**src/rtl/bcd_conv_sched_if.sv**
```systemverilog
// bcd_conv_sched_if
//   Bundles the request/acknowledge handshakes of the two requesters and the
//   result path of the shared binary-to-BCD converter.
//   Optional feature macro: BCD_BLANK_EN adds the leading-zero blank vector.
// Signals
//   req_a / req_b      requester A / B conversion request (level)
//   bin_a / bin_b      requester A / B binary value, sampled on grant
//   ack_a / ack_b      one-cycle grant pulse per requester
//   busy               conversion in progress
//   bcd_out            registered BCD result, digit NDIG-1 most significant
//   bcd_valid          one-cycle pulse marking a result update
//   bcd_id             source of the current result (0 = A, 1 = B)
//   ovf                input exceeded 10^NDIG-1, result saturated to all nines
//   blank              (BCD_BLANK_EN only) per-digit leading-zero blank flags
// Modports
//   master             requester / display side
//   slave              converter side
interface bcd_conv_sched_if #(
  parameter int BIN_W = 15,
  parameter int NDIG  = 4
);
  logic              req_a;
  logic [BIN_W-1:0]  bin_a;
  logic              ack_a;
  logic              req_b;
  logic [BIN_W-1:0]  bin_b;
  logic              ack_b;
  logic              busy;
  logic [4*NDIG-1:0] bcd_out;
  logic              bcd_valid;
  logic              bcd_id;
  logic              ovf;
`ifdef BCD_BLANK_EN
  logic [NDIG-1:0]   blank;
`endif

  modport master (
    output req_a, bin_a, req_b, bin_b,
    input  ack_a, ack_b, busy, bcd_out, bcd_valid, bcd_id, ovf
`ifdef BCD_BLANK_EN
    , input blank
`endif
  );

  modport slave (
    input  req_a, bin_a, req_b, bin_b,
    output ack_a, ack_b, busy, bcd_out, bcd_valid, bcd_id, ovf
`ifdef BCD_BLANK_EN
    , output blank
`endif
  );
endinterface

```
**src/rtl/bcd_conv_sched.sv**
```systemverilog
// bcd_conv_sched
//   Sequential binary-to-BCD converter shared by two requesters (A = live
//   weight, B = tare/reference). A round-robin arbiter grants one request at a
//   time; a shift-add-3 (double dabble) core processes one input bit per clock.
//   Each conversion takes BIN_W+1 cycles from grant to the next possible grant.
//   Optional feature macro: BCD_BLANK_EN adds the registered blank vector.
// Parameters
//   BIN_W   width of binary inputs and number of shift cycles per conversion
//   NDIG    number of BCD digits produced
// Ports
//   clk     rising-edge clock
//   rst_n   asynchronous active-low reset
//   bus     bcd_conv_sched_if slave modport (handshakes and result path)
module bcd_conv_sched #(
  parameter int BIN_W = 15,
  parameter int NDIG  = 4
) (
  input logic             clk,
  input logic             rst_n,
  bcd_conv_sched_if.slave bus
);

  localparam int              DW      = 4 * NDIG;
  localparam int              CW      = $clog2(BIN_W + 1);
  localparam int unsigned     MAXV    = 10**NDIG - 1;
  localparam logic [CW-1:0]   LAST    = CW'(BIN_W - 1);
  localparam logic [DW-1:0]   SAT_VAL = {NDIG{4'h9}};
  localparam logic            ID_A    = 1'b0;
  localparam logic            ID_B    = 1'b1;

  typedef enum logic {IDLE, SHIFT} state_t;

  state_t           state;
  logic [DW-1:0]    digits;
  logic [DW-1:0]    dig_adj;
  logic [DW-1:0]    dig_nxt;
  logic [BIN_W-1:0] shreg;
  logic [BIN_W-1:0] sh_nxt;
  logic [CW-1:0]    cnt;
  logic             rr_last;
  logic             ovf_pend;
  logic             grant_a;
  logic             grant_b;
  logic [BIN_W-1:0] bin_sel;
  logic             sel_ovf;

  // One double-dabble step: every digit >= 5 gets +3 (4-bit wrap, no carry
  // between digits), then the digit and binary registers shift left as one.
  always_comb begin
    dig_adj = digits;
    for (int i = 0; i < NDIG; i++) begin
      if (digits[4*i +: 4] >= 4'd5)
        dig_adj[4*i +: 4] = digits[4*i +: 4] + 4'd3;
    end
    {dig_nxt, sh_nxt} = {dig_adj, shreg} << 1;
  end

  // Round-robin arbitration: on a tie, the side that was not served last wins.
  // rr_last resets to B so that A takes the first tie.
  always_comb begin
    grant_a = bus.req_a & (~bus.req_b | (rr_last == ID_B));
    grant_b = bus.req_b & ~grant_a;
    bin_sel = grant_a ? bus.bin_a : bus.bin_b;
    sel_ovf = 32'(bin_sel) > MAXV;
  end

`ifdef BCD_BLANK_EN
  logic [NDIG-1:0] blank_nxt;
  logic            zero_above;

  // A digit is blanked when it and every more significant digit are zero.
  // The least significant digit is never blanked, and a saturated result
  // shows all nines so nothing is blanked.
  always_comb begin
    blank_nxt  = '0;
    zero_above = 1'b1;
    for (int i = NDIG - 1; i >= 1; i--) begin
      zero_above   = zero_above & (dig_nxt[4*i +: 4] == 4'd0);
      blank_nxt[i] = zero_above & ~ovf_pend;
    end
  end
`endif

  // Control FSM and all registered outputs. The grant edge captures the input
  // and clears the digits; each SHIFT edge performs one step, and the edge
  // doing the last step also publishes the result and returns to IDLE.
  always_ff @(posedge clk or negedge rst_n) begin
    if (!rst_n) begin
      state         <= IDLE;
      digits        <= '0;
      shreg         <= '0;
      cnt           <= '0;
      rr_last       <= ID_B;
      ovf_pend      <= 1'b0;
      bus.ack_a     <= 1'b0;
      bus.ack_b     <= 1'b0;
      bus.busy      <= 1'b0;
      bus.bcd_out   <= '0;
      bus.bcd_valid <= 1'b0;
      bus.bcd_id    <= 1'b0;
      bus.ovf       <= 1'b0;
`ifdef BCD_BLANK_EN
      bus.blank     <= '0;
`endif
    end else begin
      bus.ack_a     <= 1'b0;
      bus.ack_b     <= 1'b0;
      bus.bcd_valid <= 1'b0;
      case (state)
        IDLE: begin
          if (grant_a || grant_b) begin
            bus.ack_a <= grant_a;
            bus.ack_b <= grant_b;
            rr_last   <= grant_b;
            shreg     <= bin_sel;
            digits    <= '0;
            cnt       <= '0;
            ovf_pend  <= sel_ovf;
            bus.busy  <= 1'b1;
            state     <= SHIFT;
          end
        end
        SHIFT: begin
          digits <= dig_nxt;
          shreg  <= sh_nxt;
          cnt    <= cnt + 1'b1;
          if (cnt == LAST) begin
            bus.busy      <= 1'b0;
            bus.bcd_valid <= 1'b1;
            bus.bcd_out   <= ovf_pend ? SAT_VAL : dig_nxt;
            bus.bcd_id    <= rr_last;
            bus.ovf       <= ovf_pend;
`ifdef BCD_BLANK_EN
            bus.blank     <= blank_nxt;
`endif
            state         <= IDLE;
          end
        end
        default: state <= IDLE;
      endcase
    end
  end

endmodule

```
**src/flat_wrapper.sv**
```systemverilog
// flat-port wrapper written by rule: the top's interface ports become plain ports
module bcd_conv_sched_flat 
#(
  parameter int BIN_W = 15,
  parameter int NDIG  = 4
)
  (clk, rst_n, bus_req_a, bus_bin_a, bus_req_b, bus_bin_b, bus_ack_a, bus_ack_b, bus_busy, bus_bcd_out, bus_bcd_valid, bus_bcd_id, bus_ovf);
  bcd_conv_sched_if #(.BIN_W(BIN_W), .NDIG(NDIG)) bus_i ();
  input logic clk;
  input logic rst_n;
  input wire logic [$bits(bus_i.req_a)-1:0] bus_req_a;
  input wire logic [$bits(bus_i.bin_a)-1:0] bus_bin_a;
  input wire logic [$bits(bus_i.req_b)-1:0] bus_req_b;
  input wire logic [$bits(bus_i.bin_b)-1:0] bus_bin_b;
  output wire logic [$bits(bus_i.ack_a)-1:0] bus_ack_a;
  output wire logic [$bits(bus_i.ack_b)-1:0] bus_ack_b;
  output wire logic [$bits(bus_i.busy)-1:0] bus_busy;
  output wire logic [$bits(bus_i.bcd_out)-1:0] bus_bcd_out;
  output wire logic [$bits(bus_i.bcd_valid)-1:0] bus_bcd_valid;
  output wire logic [$bits(bus_i.bcd_id)-1:0] bus_bcd_id;
  output wire logic [$bits(bus_i.ovf)-1:0] bus_ovf;
  assign bus_i.req_a = bus_req_a;
  assign bus_i.bin_a = bus_bin_a;
  assign bus_i.req_b = bus_req_b;
  assign bus_i.bin_b = bus_bin_b;
  assign bus_ack_a = bus_i.ack_a;
  assign bus_ack_b = bus_i.ack_b;
  assign bus_busy = bus_i.busy;
  assign bus_bcd_out = bus_i.bcd_out;
  assign bus_bcd_valid = bus_i.bcd_valid;
  assign bus_bcd_id = bus_i.bcd_id;
  assign bus_ovf = bus_i.ovf;
  bcd_conv_sched #(.BIN_W(BIN_W), .NDIG(NDIG)) u_core (.clk(clk), .rst_n(rst_n), .bus(bus_i));
endmodule
```
**config.mk**
```make
export PLATFORM = sky130hd
export DESIGN_NAME = bcd_conv_sched_flat
export DESIGN_NICKNAME = d
export VERILOG_FILES = /design/src/rtl/bcd_conv_sched_if.sv /design/src/rtl/bcd_conv_sched.sv /design/src/flat_wrapper.sv
export SDC_FILE = /design/constraint.sdc
export NUM_CORES = 1
export LEC_CHECK = 0
export ABC_AREA = 1
export BUFFER_PORTS_ARGS = -buffer_cell sky130_fd_sc_hd__buf_2
export CAP_MARGIN = 5
export CORE_UTILIZATION = 40
export CTS_BUF_LIST = sky130_fd_sc_hd__clkbuf_4 sky130_fd_sc_hd__clkbuf_8
export CTS_CLUSTER_DIAMETER = 200
export DETAILED_ROUTE_END_ITERATION = 10
export GPL_TIMING_DRIVEN = 0
export PLACE_DENSITY_LB_ADDON = 0.08
export SETUP_SLACK_MARGIN = 0.3
export SLEW_MARGIN = 10
export SYNTH_ARGS = -nofsm -noshare
export SYNTH_HDL_FRONTEND = slang
export SYNTH_SLANG_ARGS = --single-unit
```
**constraint.sdc**
```tcl
create_clock -name clk -period 2.3 [get_ports clk]
set_input_delay 0.23 -clock clk [delete_from_list [all_inputs] [get_ports clk]]
set_output_delay 0.23 -clock clk [all_outputs]
set_load 0.02 [all_outputs]
```
==> results_tabular.tex <==
\begin{tabular}{lr}
\hline
Metric & Value \\
\hline
\multicolumn{2}{l}{\textbf{Outcome}} \\
Result of the run & complete, no violations \\
\multicolumn{2}{l}{\textbf{Drt}} \\
Mean routed wirelength per cell & 12.6 µm \\
Via count & 2,693 \\
Remaining antenna violation count after routing & 0 \\
Mean number of vias per cell & 4.82 \\
Initial DRC count & 158 \\
First drt pass iteration count & 4 \\
Overall routed net length & 7070 µm \\
DRC viols & 0 \\
\multicolumn{2}{l}{\textbf{CTS}} \\
CTS clock-pin slew for the worst setup and hold paths & 0.07 ns \\
Num CTS Buffers & 9 \\
Clock network latency to the later pin of the worst-skew pair & 0.33 ns \\
Maximum level of the CTS H-tree & 3 \\
CTS Sinks & 60 \\
Clock tree from TritonCTS & done \\
Root buffer cell & sky130\_fd\_sc\_hd\_\_clkbuf\_8 \\
Clock Path Buffers & 2 \\
\multicolumn{2}{l}{\textbf{Global route}} \\
Vias in the first global route & 2,611 \\
First-pass GRT wire length & 12,100 µm \\
Total track usage & 18.7\% \\
Overall overflow remaining after global route & 0 \\
Antenna violations before repair & 0 \\
Maximum number of pins on one net before global-route repair & 61 \\
\multicolumn{2}{l}{\textbf{Job}} \\
Count of maximum capacitance violations & 0 \\
\multicolumn{2}{l}{\textbf{Layout}} \\
Number of antenna diodes & 0 \\
Layout net count & 499 \\
Most frequent cells in the layout & sky130\_fd\_sc\_hd\_\_nand2\_1 (120), sky130\_fd\_sc\_hd\_\_dfrtp\_1 (59), sky130\_fd\_sc\_hd\_\_buf\_2 (57) \\
Number of fill cells & 756 \\
Layout cells sized above 1 & 20.2\% \\
Most common cell after layout, fill and taps aside & sky130\_fd\_sc\_hd\_\_nand2\_1 \\
Post-synthesis to final-layout area growth & 20.3\% \\
\multicolumn{2}{l}{\textbf{Floorplan}} \\
Vertical die dimension & 90.8 µm \\
Core ar. & 7450 µm² \\
Number of placed I/O pins & 56 \\
Overall die area & a little over 8000 µm² \\
Cell Rows & 31 \\
Starting utilization of the core area & 42.3\% \\
Die boundary width & 90.8 µm \\
\multicolumn{2}{l}{\textbf{STA}} \\
TNS Setup & 0 ns \\
Period Utilization, post-route & 77.2\% \\
RSZ-0062 raised after global routing & false \\
Count of endpoints failing hold in the final timing report & 0 \\
Worst setup slack after layout & 0.524 ns \\
\# setup viols final & 0 \\
Clock skew & $\sim$0.012 ns \\
Fin crit period & 1.78 ns \\
Max-slew violation count & 0 \\
Max Freq & 563 MHz \\
Slew at the pin closest to its max-slew limit & 0.754 ns \\
Slew margin rel. & 49.7\% \\
\multicolumn{2}{l}{\textbf{Placement}} \\
Worst Setup Slack post-DPL & 0.491 ns \\
HPWL Detailed & between 5000 and 6000 µm \\
Count of port buffers added during placement & 55 \\
Final weighted congestion in routability-driven placement & 0.837 \\
\multicolumn{2}{l}{\textbf{Power}} \\
Power per standard cell area & 1290 nW/µm² \\
Leak Pwr & 0.00197 µW \\
Max rail drop VDD & 0.000671 V \\
Overall Power & 4880 µW \\
\multicolumn{2}{l}{\textbf{Logic synthesis}} \\
Average size of a mapped cell & about 8.1 µm² \\
Total of warnings raised by yosys & 0 \\
Post-synthesis instance area & 3150 µm² \\
Sequential element share of the synthesized area & between 40 and 50\% \\
Net count after synthesis & 432 \\
Synth unique cells & 26 \\
Number of storage elements in the synthesis netlist & 60 \\
Number of instances in the synthesized netlist & 388 \\
\multicolumn{2}{l}{\textbf{Critical path}} \\
WP data required & around 2.5 ns \\
Startpoint-to-endpoint class of the critical path & reg -> reg \\
Worst-path cell with the longest stage delay & sky130\_fd\_sc\_hd\_\_dfstp\_2 \\
Crit path max-delay family & simple AND/OR/NAND/NOR gates \\
Worst path cell trace & inv\_1, nand2\_2, clkbuf\_4, nand3b\_1, nand2\_1, nand2\_1, nor2\_1, nand2\_1, nor2\_1, nor2\_1, nand2\_1, nand2\_1 \\
Buffer and inverter count on the worst path & 2 \\
Critical path's largest stage delay & 0.51 ns \\
Kind of capture point of the worst setup path & register \\
Maximum fanout along the worst path & 10 \\
Most used cell along the critical path & sky130\_fd\_sc\_hd\_\_nand2\_1 \\
Arrival time of the worst setup path & between 1.5 and 2 ns \\
Kind of start point of the critical path & register \\
\multicolumn{2}{l}{\textbf{Worst hold path}} \\
Class of the most critical hold timing path & in -> reg \\
\hline
\end{tabular}
## repair_timing
item                                    4_1_cts  5_1_grt
endpoints found under the setup margin        0        1
hold buffers                                  1        0
endpoints found under the hold margin        20        0
setup buffers                                 0        0
resized for setup                             0        1
## report_power, final
group | total, µW | internal (µW) | switching, µW
registers | 1790 | 1540 | 253
logic | 2030 | 738 | 1300
clock network | 1060 | 639 | 421
## cell type report
class / instances / area (µm²) / area share [%]
Sequential cell: 60 / 1500 / 39.7
Multi-Input combinational cell: 267 / 1370 / 36.1
Inverter: 45 / 169 / 4.46
Clock inverter: 6 / 86.3 / 2.28
Buffer: 16 / 113 / 2.97
Timing Repair Buffer: 56 / 288 / 7.60
Tap cell: 99 / 124 / 3.27
Clock buffer: 10 / 138 / 3.63
## routing by layer
| metal | vias up | GRT usage, % | part of all wire (%) |
|---|---|---|---|
| met5 | - | 0 | 0 |
| met4 | 0 | 5.24 | 1.1 |
| met3 | 8 | 4.38 | 3.3 |
| met2 | 49 | 29.0 | 45 |
| met1 | 1234 | 25.9 | 51 |
| li1 | 1402 | - | - |
## final timing paths
path / startpoint / end / cells after the start / slack (ns)
setup reg to reg: u_core.rr_last / u_core.ovf_pend / 12 / 0.52
hold reg to reg: u_core.bus.busy / u_core.bus.busy / 2 / 0.47
setup / recovery: u_core.rr_last / u_core.ovf_pend / 12 / 0.52
hold / removal: bus_req_b / u_core.bus.ack_b / 3 / 0.20
max in group asynchronous: rst_n / u_core.shreg[13] / 2 / 1.28
min in group asynchronous: rst_n / u_core.shreg[8] / 2 / 0.50
## tightest hold or removal path, delay by kind of cell
family        cells  cell delay (ns)
buf+inv           2             0.16
simple gates      1             0.10
## flip-flops by register name, summed over array words and instances (netlist names)
register,count
u_core.bus.bcd_out,16
u_core.digits,16
u_core.shreg,15
u_core.cnt,4
u_core.bus.ack_a,1
u_core.bus.ack_b,1
u_core.bus.bcd_id,1
u_core.bus.bcd_valid,1
u_core.bus.busy,1
u_core.bus.ovf,1
u_core.ovf_pend,1
u_core.rr_last,1
u_core.state,1
## cell usage after synthesis
library cell | instances | share of area (%)
sky130_fd_sc_hd__dfstp_2 | 1 | 0.83
sky130_fd_sc_hd__inv_1 | 45 | 5.4
sky130_fd_sc_hd__nand2_1 | 120 | 14
sky130_fd_sc_hd__nor2_1 | 21 | 2.5
sky130_fd_sc_hd__nand3_1 | 23 | 3.7
sky130_fd_sc_hd__nand2_4 | 2 | 0.71
sky130_fd_sc_hd__nor2_2 | 2 | 0.40
sky130_fd_sc_hd__ha_1 | 10 | 4.0
sky130_fd_sc_hd__o221ai_1 | 2 | 0.56
sky130_fd_sc_hd__xor2_1 | 4 | 1.1
sky130_fd_sc_hd__clkbuf_1 | 5 | 0.60
sky130_fd_sc_hd__o21ai_0 | 25 | 4.0
sky130_fd_sc_hd__o22ai_1 | 16 | 3.2
sky130_fd_sc_hd__buf_2 | 4 | 0.64
sky130_fd_sc_hd__nor2_4 | 2 | 0.71
sky130_fd_sc_hd__nand3_2 | 1 | 0.32
sky130_fd_sc_hd__or2_2 | 1 | 0.20
sky130_fd_sc_hd__nand3b_1 | 8 | 1.9
sky130_fd_sc_hd__a211oi_1 | 4 | 0.95
sky130_fd_sc_hd__buf_6 | 5 | 1.8
sky130_fd_sc_hd__buf_4 | 2 | 0.48
sky130_fd_sc_hd__o21ai_1 | 1 | 0.16
sky130_fd_sc_hd__a21oi_1 | 13 | 2.1
sky130_fd_sc_hd__dfrtp_1 | 59 | 47
sky130_fd_sc_hd__o211ai_1 | 10 | 2.4
sky130_fd_sc_hd__nand2_2 | 2 | 0.40
## logic make-up after synthesis
family	count (synthesis)	synth area share, %
fa+ha+maj	10	3.97
compound gates	71	13.3
xor+xnor	4	1.11
simple gates	182	25.1
buf+inv	61	8.86
flops	60	47.7
## through the flow
step | hold slack, ns | utilization, % | area [µm²] | instances
after global routing | 0.205 | 50.9 | 3790 | 559
after detailed placement | 0.357 | 47.7 | 3550 | 542
final | 0.199 | 50.9 | 3790 | 559
after floorplan | -0.0656 | - | 3150 | 388
after CTS | 0.191 | 50.8 | 3790 | 559
after global placement | 0.453 | 47.7 | 3550 | 542
(Power assumes the default switching activity.)
